[config.mk]
export PLATFORM = sky130hd
export DESIGN_NAME = button_event_decoder
export DESIGN_NICKNAME = d
export VERILOG_FILES = /design/src/rtl/button_event_decoder_pkg.sv /design/src/rtl/button_event_decoder_edge_sampler.sv /design/src/rtl/button_event_decoder.sv
export SDC_FILE = /design/constraint.sdc
export NUM_CORES = 1
export LEC_CHECK = 0
export BUFFER_PORTS_ARGS = -buffer_cell sky130_fd_sc_hd__buf_2
export CELL_PAD_IN_SITES_DETAIL_PLACEMENT = 0
export CELL_PAD_IN_SITES_GLOBAL_PLACEMENT = 1
export CORE_UTILIZATION = 40
export DETAILED_ROUTE_END_ITERATION = 6
export HOLD_SLACK_MARGIN = 0.03
export PLACE_DENSITY_LB_ADDON = 0.1
export SETUP_SLACK_MARGIN = 0.2
export SLEW_MARGIN = 20
export SYNTH_ARGS = -nofsm -noshare
export SYNTH_HDL_FRONTEND = slang
export SYNTH_SLANG_ARGS = --single-unit
[constraint.sdc]
create_clock -name clk -period 5.5 [get_ports clk]
set_input_delay 0.275 -clock clk [delete_from_list [all_inputs] [get_ports clk]]
set_output_delay 0.275 -clock clk [all_outputs]
set_load 0.05 [all_outputs]
[src/rtl/button_event_decoder_pkg.sv]
// Shared types and helpers for button_event_decoder.
// Holds the FSM state encoding and the counter-width sizing function.
package button_event_decoder_pkg;

  typedef enum logic [1:0] {
    IDLE    = 2'd0,
    PRESSED = 2'd1,
    LONG    = 2'd2
  } state_e;

  // Smallest counter width whose range exceeds every timing parameter.
  function automatic int min_cnt_w(
    input int a,
    input int b,
    input int c
  );
    int m;
    m = a;
    if (b > m) m = b;
    if (c > m) m = c;
    return $clog2(m + 1);
  endfunction

endpackage

[src/rtl/button_event_decoder_edge_sampler.sv]
// Two-flop sampler that turns a clean level into rise/fall strobes.
// Ports: clk, reset (sync, active-high), level_in -> rise, fall.
module edge_sampler (
  input  logic clk,
  input  logic reset,
  input  logic level_in,
  output logic rise,
  output logic fall
);

  logic in_q, in_d;
  logic prev_q, prev_d;

  always_comb begin
    in_d   = level_in;
    prev_d = in_q;
  end

  always_ff @(posedge clk) begin
    if (reset) begin
      in_q   <= 1'b0;
      prev_q <= 1'b0;
    end else begin
      in_q   <= in_d;
      prev_q <= prev_d;
    end
  end

  assign rise = in_q & ~prev_q;
  assign fall = ~in_q & prev_q;

endmodule

[src/rtl/button_event_decoder.sv]
// Decodes a debounced button level into press/release/long/repeat pulses.
// Ports: clk, reset (sync, active-high), level_in -> press_pulse,
// release_pulse, long_press, repeat_pulse, held, double_pulse.
// Define BUTTON_EVENT_DCLICK_EN to build the double-click detector;
// otherwise double_pulse is tied low.
module button_event_decoder
  import button_event_decoder_pkg::*;
#(
  parameter int LONG_CYCLES   = 1000,
  parameter int REPEAT_CYCLES = 250,
  parameter int DCLICK_CYCLES = 300,
  parameter int CNT_W         = 16
) (
  input  logic clk,
  input  logic reset,
  input  logic level_in,
  output logic press_pulse,
  output logic release_pulse,
  output logic long_press,
  output logic repeat_pulse,
  output logic held,
  output logic double_pulse
);

  if (CNT_W < min_cnt_w(LONG_CYCLES, REPEAT_CYCLES, DCLICK_CYCLES))
  begin : g_bad_cnt_w
    $error("CNT_W too small for the cycle parameters");
  end
  if (LONG_CYCLES < 2 || REPEAT_CYCLES < 2) begin : g_bad_cycles
    $error("LONG_CYCLES and REPEAT_CYCLES must be >= 2");
  end

  localparam logic [CNT_W-1:0] LONG_T = CNT_W'(LONG_CYCLES - 1);
  localparam logic [CNT_W-1:0] REP_T  = CNT_W'(REPEAT_CYCLES - 1);

  logic rise, fall;

  edge_sampler u_edge (
    .clk      (clk),
    .reset    (reset),
    .level_in (level_in),
    .rise     (rise),
    .fall     (fall)
  );

  state_e           state_q, state_d;
  logic [CNT_W-1:0] cnt_q, cnt_d;
  logic press_q, press_d;
  logic rel_q, rel_d;
  logic long_q, long_d;
  logic rep_q, rep_d;
  logic held_q, held_d;

`ifdef BUTTON_EVENT_DCLICK_EN
  localparam logic [CNT_W-1:0] DCLICK_T = CNT_W'(DCLICK_CYCLES - 1);
  logic dbl_q, dbl_d;
  // arm_q: window open; cdbl_q: current press was itself a double-click
  logic arm_q, arm_d;
  logic cdbl_q, cdbl_d;
`endif

  always_comb begin
    state_d = state_q;
    cnt_d   = cnt_q;
    press_d = 1'b0;
    rel_d   = 1'b0;
    long_d  = 1'b0;
    rep_d   = 1'b0;
`ifdef BUTTON_EVENT_DCLICK_EN
    dbl_d   = 1'b0;
    arm_d   = arm_q;
    cdbl_d  = cdbl_q;
`endif
    unique case (state_q)
      IDLE: begin
        if (rise) begin
          press_d = 1'b1;
          cnt_d   = '0;
          state_d = PRESSED;
`ifdef BUTTON_EVENT_DCLICK_EN
          dbl_d   = arm_q;
          cdbl_d  = arm_q;
          arm_d   = 1'b0;
`endif
        end
`ifdef BUTTON_EVENT_DCLICK_EN
        // The counter is idle here, so it times the window.
        else if (arm_q) begin
          if (cnt_q == DCLICK_T) begin
            arm_d = 1'b0;
            cnt_d = '0;
          end else begin
            cnt_d = cnt_q + CNT_W'(1);
          end
        end
`endif
      end
      PRESSED: begin
        if (fall) begin
          rel_d   = 1'b1;
          cnt_d   = '0;
          state_d = IDLE;
        end else if (cnt_q == LONG_T) begin
          long_d  = 1'b1;
          cnt_d   = '0;
          state_d = LONG;
        end else begin
          cnt_d = cnt_q + CNT_W'(1);
        end
      end
      LONG: begin
        if (fall) begin
          rel_d   = 1'b1;
          cnt_d   = '0;
          state_d = IDLE;
        end else if (cnt_q == REP_T) begin
          rep_d = 1'b1;
          cnt_d = '0;
        end else begin
          cnt_d = cnt_q + CNT_W'(1);
        end
      end
      default: begin
        state_d = IDLE;
        cnt_d   = '0;
      end
    endcase
`ifdef BUTTON_EVENT_DCLICK_EN
    if (rel_d) arm_d = ~cdbl_q;
`endif
    held_d = (state_d != IDLE);
  end

  always_ff @(posedge clk) begin
    if (reset) begin
      state_q <= IDLE;
      cnt_q   <= '0;
      press_q <= 1'b0;
      rel_q   <= 1'b0;
      long_q  <= 1'b0;
      rep_q   <= 1'b0;
      held_q  <= 1'b0;
    end else begin
      state_q <= state_d;
      cnt_q   <= cnt_d;
      press_q <= press_d;
      rel_q   <= rel_d;
      long_q  <= long_d;
      rep_q   <= rep_d;
      held_q  <= held_d;
    end
  end

`ifdef BUTTON_EVENT_DCLICK_EN
  always_ff @(posedge clk) begin
    if (reset) begin
      dbl_q  <= 1'b0;
      arm_q  <= 1'b0;
      cdbl_q <= 1'b0;
    end else begin
      dbl_q  <= dbl_d;
      arm_q  <= arm_d;
      cdbl_q <= cdbl_d;
    end
  end
  assign double_pulse = dbl_q;
`else
  assign double_pulse = 1'b0;
`endif

  assign press_pulse   = press_q;
  assign release_pulse = rel_q;
  assign long_press    = long_q;
  assign repeat_pulse  = rep_q;
  assign held          = held_q;

endmodule
## Word-level counts from Yosys, hierarchy flattened

Index checks and enable logic that the tools add are counted.

- Register bits: 25
- Bits in latches: 0
- RAM bits: 0
- Bits in read-only memories: 0
- Output and inout port bits: 6
- Logic and storage cells: 45
- Memories: 0

- Add/sub/neg operators: 1
- Multiply operators: 0
- Div/mod/pow operators: 0
- Magnitude comparators: 0
- Equality and inequality tests: 5
- Shifts and indexed selects: 0
- Mux-type cells: 15
- Bitwise operators: 8
- Reduce and logical (&&, ||, !) cells: 7

Operators with widths:

| cell | number |
|---|---|
| $mux 16 | 5 |
| $pmux 16 s3 | 1 |
| $add 16x1->16 const B | 1 |
| $eq 16x10->1 const B | 1 |
| $eq 16x8->1 const B | 1 |
| $mux 2 | 4 |
| $not 1->1 | 6 |
| $pmux 2 s3 | 1 |
| $reduce_or 2->1 | 3 |
| $reduce_or 3->1 | 2 |
| $mux 1 | 4 |
| $and 1x1->1 | 2 |
| $eq 2x1->1 const B | 1 |
| $eq 2x2->1 const B | 1 |
| $logic_not 2->1 | 1 |
| $ne 2x2->1 const B | 1 |
| $reduce_bool 2->1 | 1 |

## Depth between registers and ports, before layout

- Depth after elaboration: 5
- Depth in mapped cells: 7
- Depth with buffers taken out: 7

## By module

Synthesis repeated with hierarchy kept, for this count alone.

- Cells, all modules: 168
- Area total of the unflattened synthesis: 1402.6 um^2

Modules (own cells, without submodules):

| module | times used | cells each | area each (um^2) |
|---|---|---|---|
| button_event_decoder | 1 | 162 | 1337.5 |
| edge_sampler | 1 | 6 | 65.1 |

## Worst setup path after synthesis

OpenSTA, ideal clock, no wires.

- Path kind: flip-flop to flip-flop
- From: reg cnt_q[0]
- To: reg held_q (netlist: held)
- Library setup time: 0.120 ns
- Data arrival time: 1.638 ns
- Data required time: 5.380 ns
- Slack: 3.742 ns
- Cell stages (with the launch flop): 7
- Period minus slack after synthesis: 1.758 ns
- Cells stage by stage: dfxtp_1 -> ha_1 -> nor4bb_1 -> and4_4 -> nor2b_1 -> o311a_1 -> or2_1

- Longest elaborated chain between the ends: 5

Ends and longest elaborated chain:

| what | RTL line | RTL |
|---|---|---|
| from (decl) | button_event_decoder.sv:47 | `logic [CNT_W-1:0] cnt_q, cnt_d;` |
| from (signal assigned) | button_event_decoder.sv:145 | `cnt_q <= cnt_d;` |
| $eq 16x10->1 | button_event_decoder.sv:103 | `end else if (cnt_q == LONG_T) begin` |
| $mux 2 | button_event_decoder.sv:103 |  |
| $mux 2 | button_event_decoder.sv:99 | `if (fall) begin` |
| $pmux 2 s3 | button_event_decoder.sv:74 | `unique case (state_q)` |
| $reduce_bool 2->1 | button_event_decoder.sv:131 | `held_d = (state_d != IDLE);` |
| to (signal assigned) | button_event_decoder.sv:150 | `held_q <= held_d;` |
| to (decl) | button_event_decoder.sv:52 | `logic held_q, held_d;` |

No other way between the ends.
A chain may end at the register's enable or synchronous reset.

## Final worst setup path

Ends and elaborated chain as after synthesis.

==> results_dict.tcl <==
set metrics [dict create \
    antenna_left 0 \
    setup_viol 0 \
    rr_startpoint "cnt_q[0]" \
    hold_buffers 0 \
    ioPinCount 9 \
    cp-end-kind "register" \
    synthArstFlopShare_pct 0 \
    numCtsBuffers 3 \
    cts_resized 0 \
    hold_ws_ns 0.159 \
    p_sw_share_pct 28.9 \
    ys_seq_area_share_pct 36.6 \
    drive_gt1_share_pct 13.8 \
    path_max_fanout 6 \
    crit_required_ns 5.72 \
    switchingPower_uw 93.1 \
    antenna_cells 0 \
    netlist_instances 153 \
    num_vias 1136 \
    synth_top_area_share_pct 36.6 \
    grt_overflow 0 \
    fin_cells 204 \
    final.setup.worst_slack_ns 3.57 \
    first_iter_violations 40 \
    maxCapViolCount 0 \
    firstDrtPassIters 4 \
    finalCritPeriodShare_pct 35.2 \
    sequentialPowerShare_pct 58.5 \
    crit_type "register to register" \
    via_per_inst 5.57 \
    avgSynthCellArea_sq_um 8.95 \
    fin_crit_ns 1.93 \
    arrival_ns 2.16 \
    max-vdd-ir-drop_uv 113 \
    synth_commonest_cells "25 x dfxtp_1, 14 x nor2_1, 13 x nand2_1" \
    pre_cts_ws_ns 3.58 \
    wl_per_cell_um 14.4 \
    port_buffers 7 \
    grt_pass1_wl_um 5000 \
    synth_area_sq_mm 0.00137 \
    cts_tree "yes" \
    post_cts_buffers 0 \
    route.detailed.drc 0 \
    synth-seq-cells 25 \
    status "complete, no violations" \
    dieArea_sq_mm 0.00366 \
    hp-start "level_in" \
    numClockSinks 25 \
    p_int_uw 229 \
    top_register "cnt_q" \
    synth-main-ff-cell "dfxtp_1" \
    leakagePower_nw 0.514 \
    die-width_um 60.5 \
    fp-row-count 20 \
    synth.largest_area_cell "dfxtp_1" \
    syn_nets 162 \
    grt_max_degree 17 \
    path_clk_slew_ns 0.13 \
    hold_viol 0 \
    synth-edff-count 0 \
    ys_types 49 \
    cts_buffer_depth 2 \
    nNetsFinal 170 \
    utilization_pct 46.3 \
    p_comb_share_pct 16.5 \
    hold_path_class "input port to register" \
    antenna_found_initial 0 \
    fp.dieH_um 60.5 \
    root_buffer "clkbuf_4" \
    core_area_sq_mm 0.00315 \
    finalWirelength_um 2930 \
    fin_skew_ns 0.00278 \
    initial_core_util_pct 43.4 \
    hold_depth 2 \
    largest_reg_flops 16 \
    clkPwrFrac_pct 24.9 \
    rr_worst_depth 6 \
    grt_util_all_layers_pct 18.4 \
    ys.warnings.count 0 \
    power.density_mw_per_mm2 220 \
    startpoint_type "register" \
    crit_start "cnt_q[0]" \
    area_delta_synth_final_pct 6.58 \
    totalNegativeSetupSlack_ns 0 \
    grt_pass1_vias 1072 \
    clk_latency_ns 0.31 \
    reg_top3 "cnt_q (16), state_q (2)" \
    hpwl_um 2140 \
    rsz0062_at_grt "no" \
    dp.cells 200 \
    timing.fmax_mhz 517 \
    synth_most_common_cell "dfxtp_1" \
    slew_violations 0 \
    synthTopCellsByArea "dfxtp_1 37%, ha_1 5.5%, nand3_1 4.0%, nor2_1 3.8%, xnor2_1 3.8%" \
    place.gp.congestion 0.811 \
    h-tree-depth 1 \
]
[power groups by stage]
stage               clock network [mW]  registers [mW]  logic, mW
finish                          0.0801           0.188     0.0532
global route                    0.0927           0.189     0.0590
CTS                             0.0869           0.189     0.0533
detailed placement                   0           0.192     0.0530
global placement                     0           0.192     0.0528
floorplan                            0           0.198     0.0359
[placed cells by master (no fill, tap or decap), drive strengths merged, types with 4 or more instances in the layout]
master / n
dfxtp: 25
xnor2: 6
nor3: 5
nand2: 14
nor2: 14
nand3: 11
nor4: 6
and3: 5
buf: 7
ha: 6
a31oi: 4
o21ai: 7
inv: 5
[layer usage]
layer / vias to the layer above / GRT usage, % / wire [um]
met5: - / 0 / 0
met4: 0 / 2.92 / 15
met3: 2 / 5.12 / 89
met2: 18 / 30.3 / 1300
met1: 541 / 24.6 / 1530
li1: 575 / - / -
[cell families (layout without fill, tap and decap cells)]
logic type               Yosys count  in the layout  share of synthesized area (%)
AND/OR/NAND/NOR                   80             80                           35.3
flip-flops                        25             25                           36.6
AO/OA/AOI/OAI                     24             24                           13.8
buffers and inverters              9             16                           3.38
adder cells (fa/ha/maj)            7              7                           6.22
XOR/XNOR                           7              7                           4.48
other                              1              1                          0.274
[final timing paths]
kind | slack (ns) | endpoint
setup / recovery | 3.57 | held
hold reg to reg | 0.52 | u_edge.prev_q
setup reg to reg | 3.57 | held
hold / removal | 0.16 | u_edge.in_q
[worst max-delay path: stages (launching register included)]
cell      delay [ns]
dfxtp_1         0.41
ha_1            0.26
nor4bb_1        0.33
and4_4          0.29
nor2b_1         0.05
o311a_1         0.30
or2_1           0.20
[cell type report]
| class | count | area [sq um] |
|---|---|---|
| Timing Repair Buffer | 7 | 35.0 |
| Clock inverter | 1 | 5.00 |
| Multi-Input combinational cell | 119 | 822 |
| Inverter | 5 | 18.8 |
| Sequential cell | 25 | 500 |
| Tap cell | 44 | 55.1 |
| Fill cell | 345 | 1690 |
| Clock buffer | 3 | 22.5 |
[stage by stage]
step | power, mW | cell area (sq um)
after floorplan | 0.234 | 1370
final | 0.322 | 1460
after global placement | 0.245 | 1430
after CTS | 0.329 | 1460
after detailed placement | 0.245 | 1430
after global routing | 0.341 | 1460
Note: power is estimated with default switching activity, not from simulation.
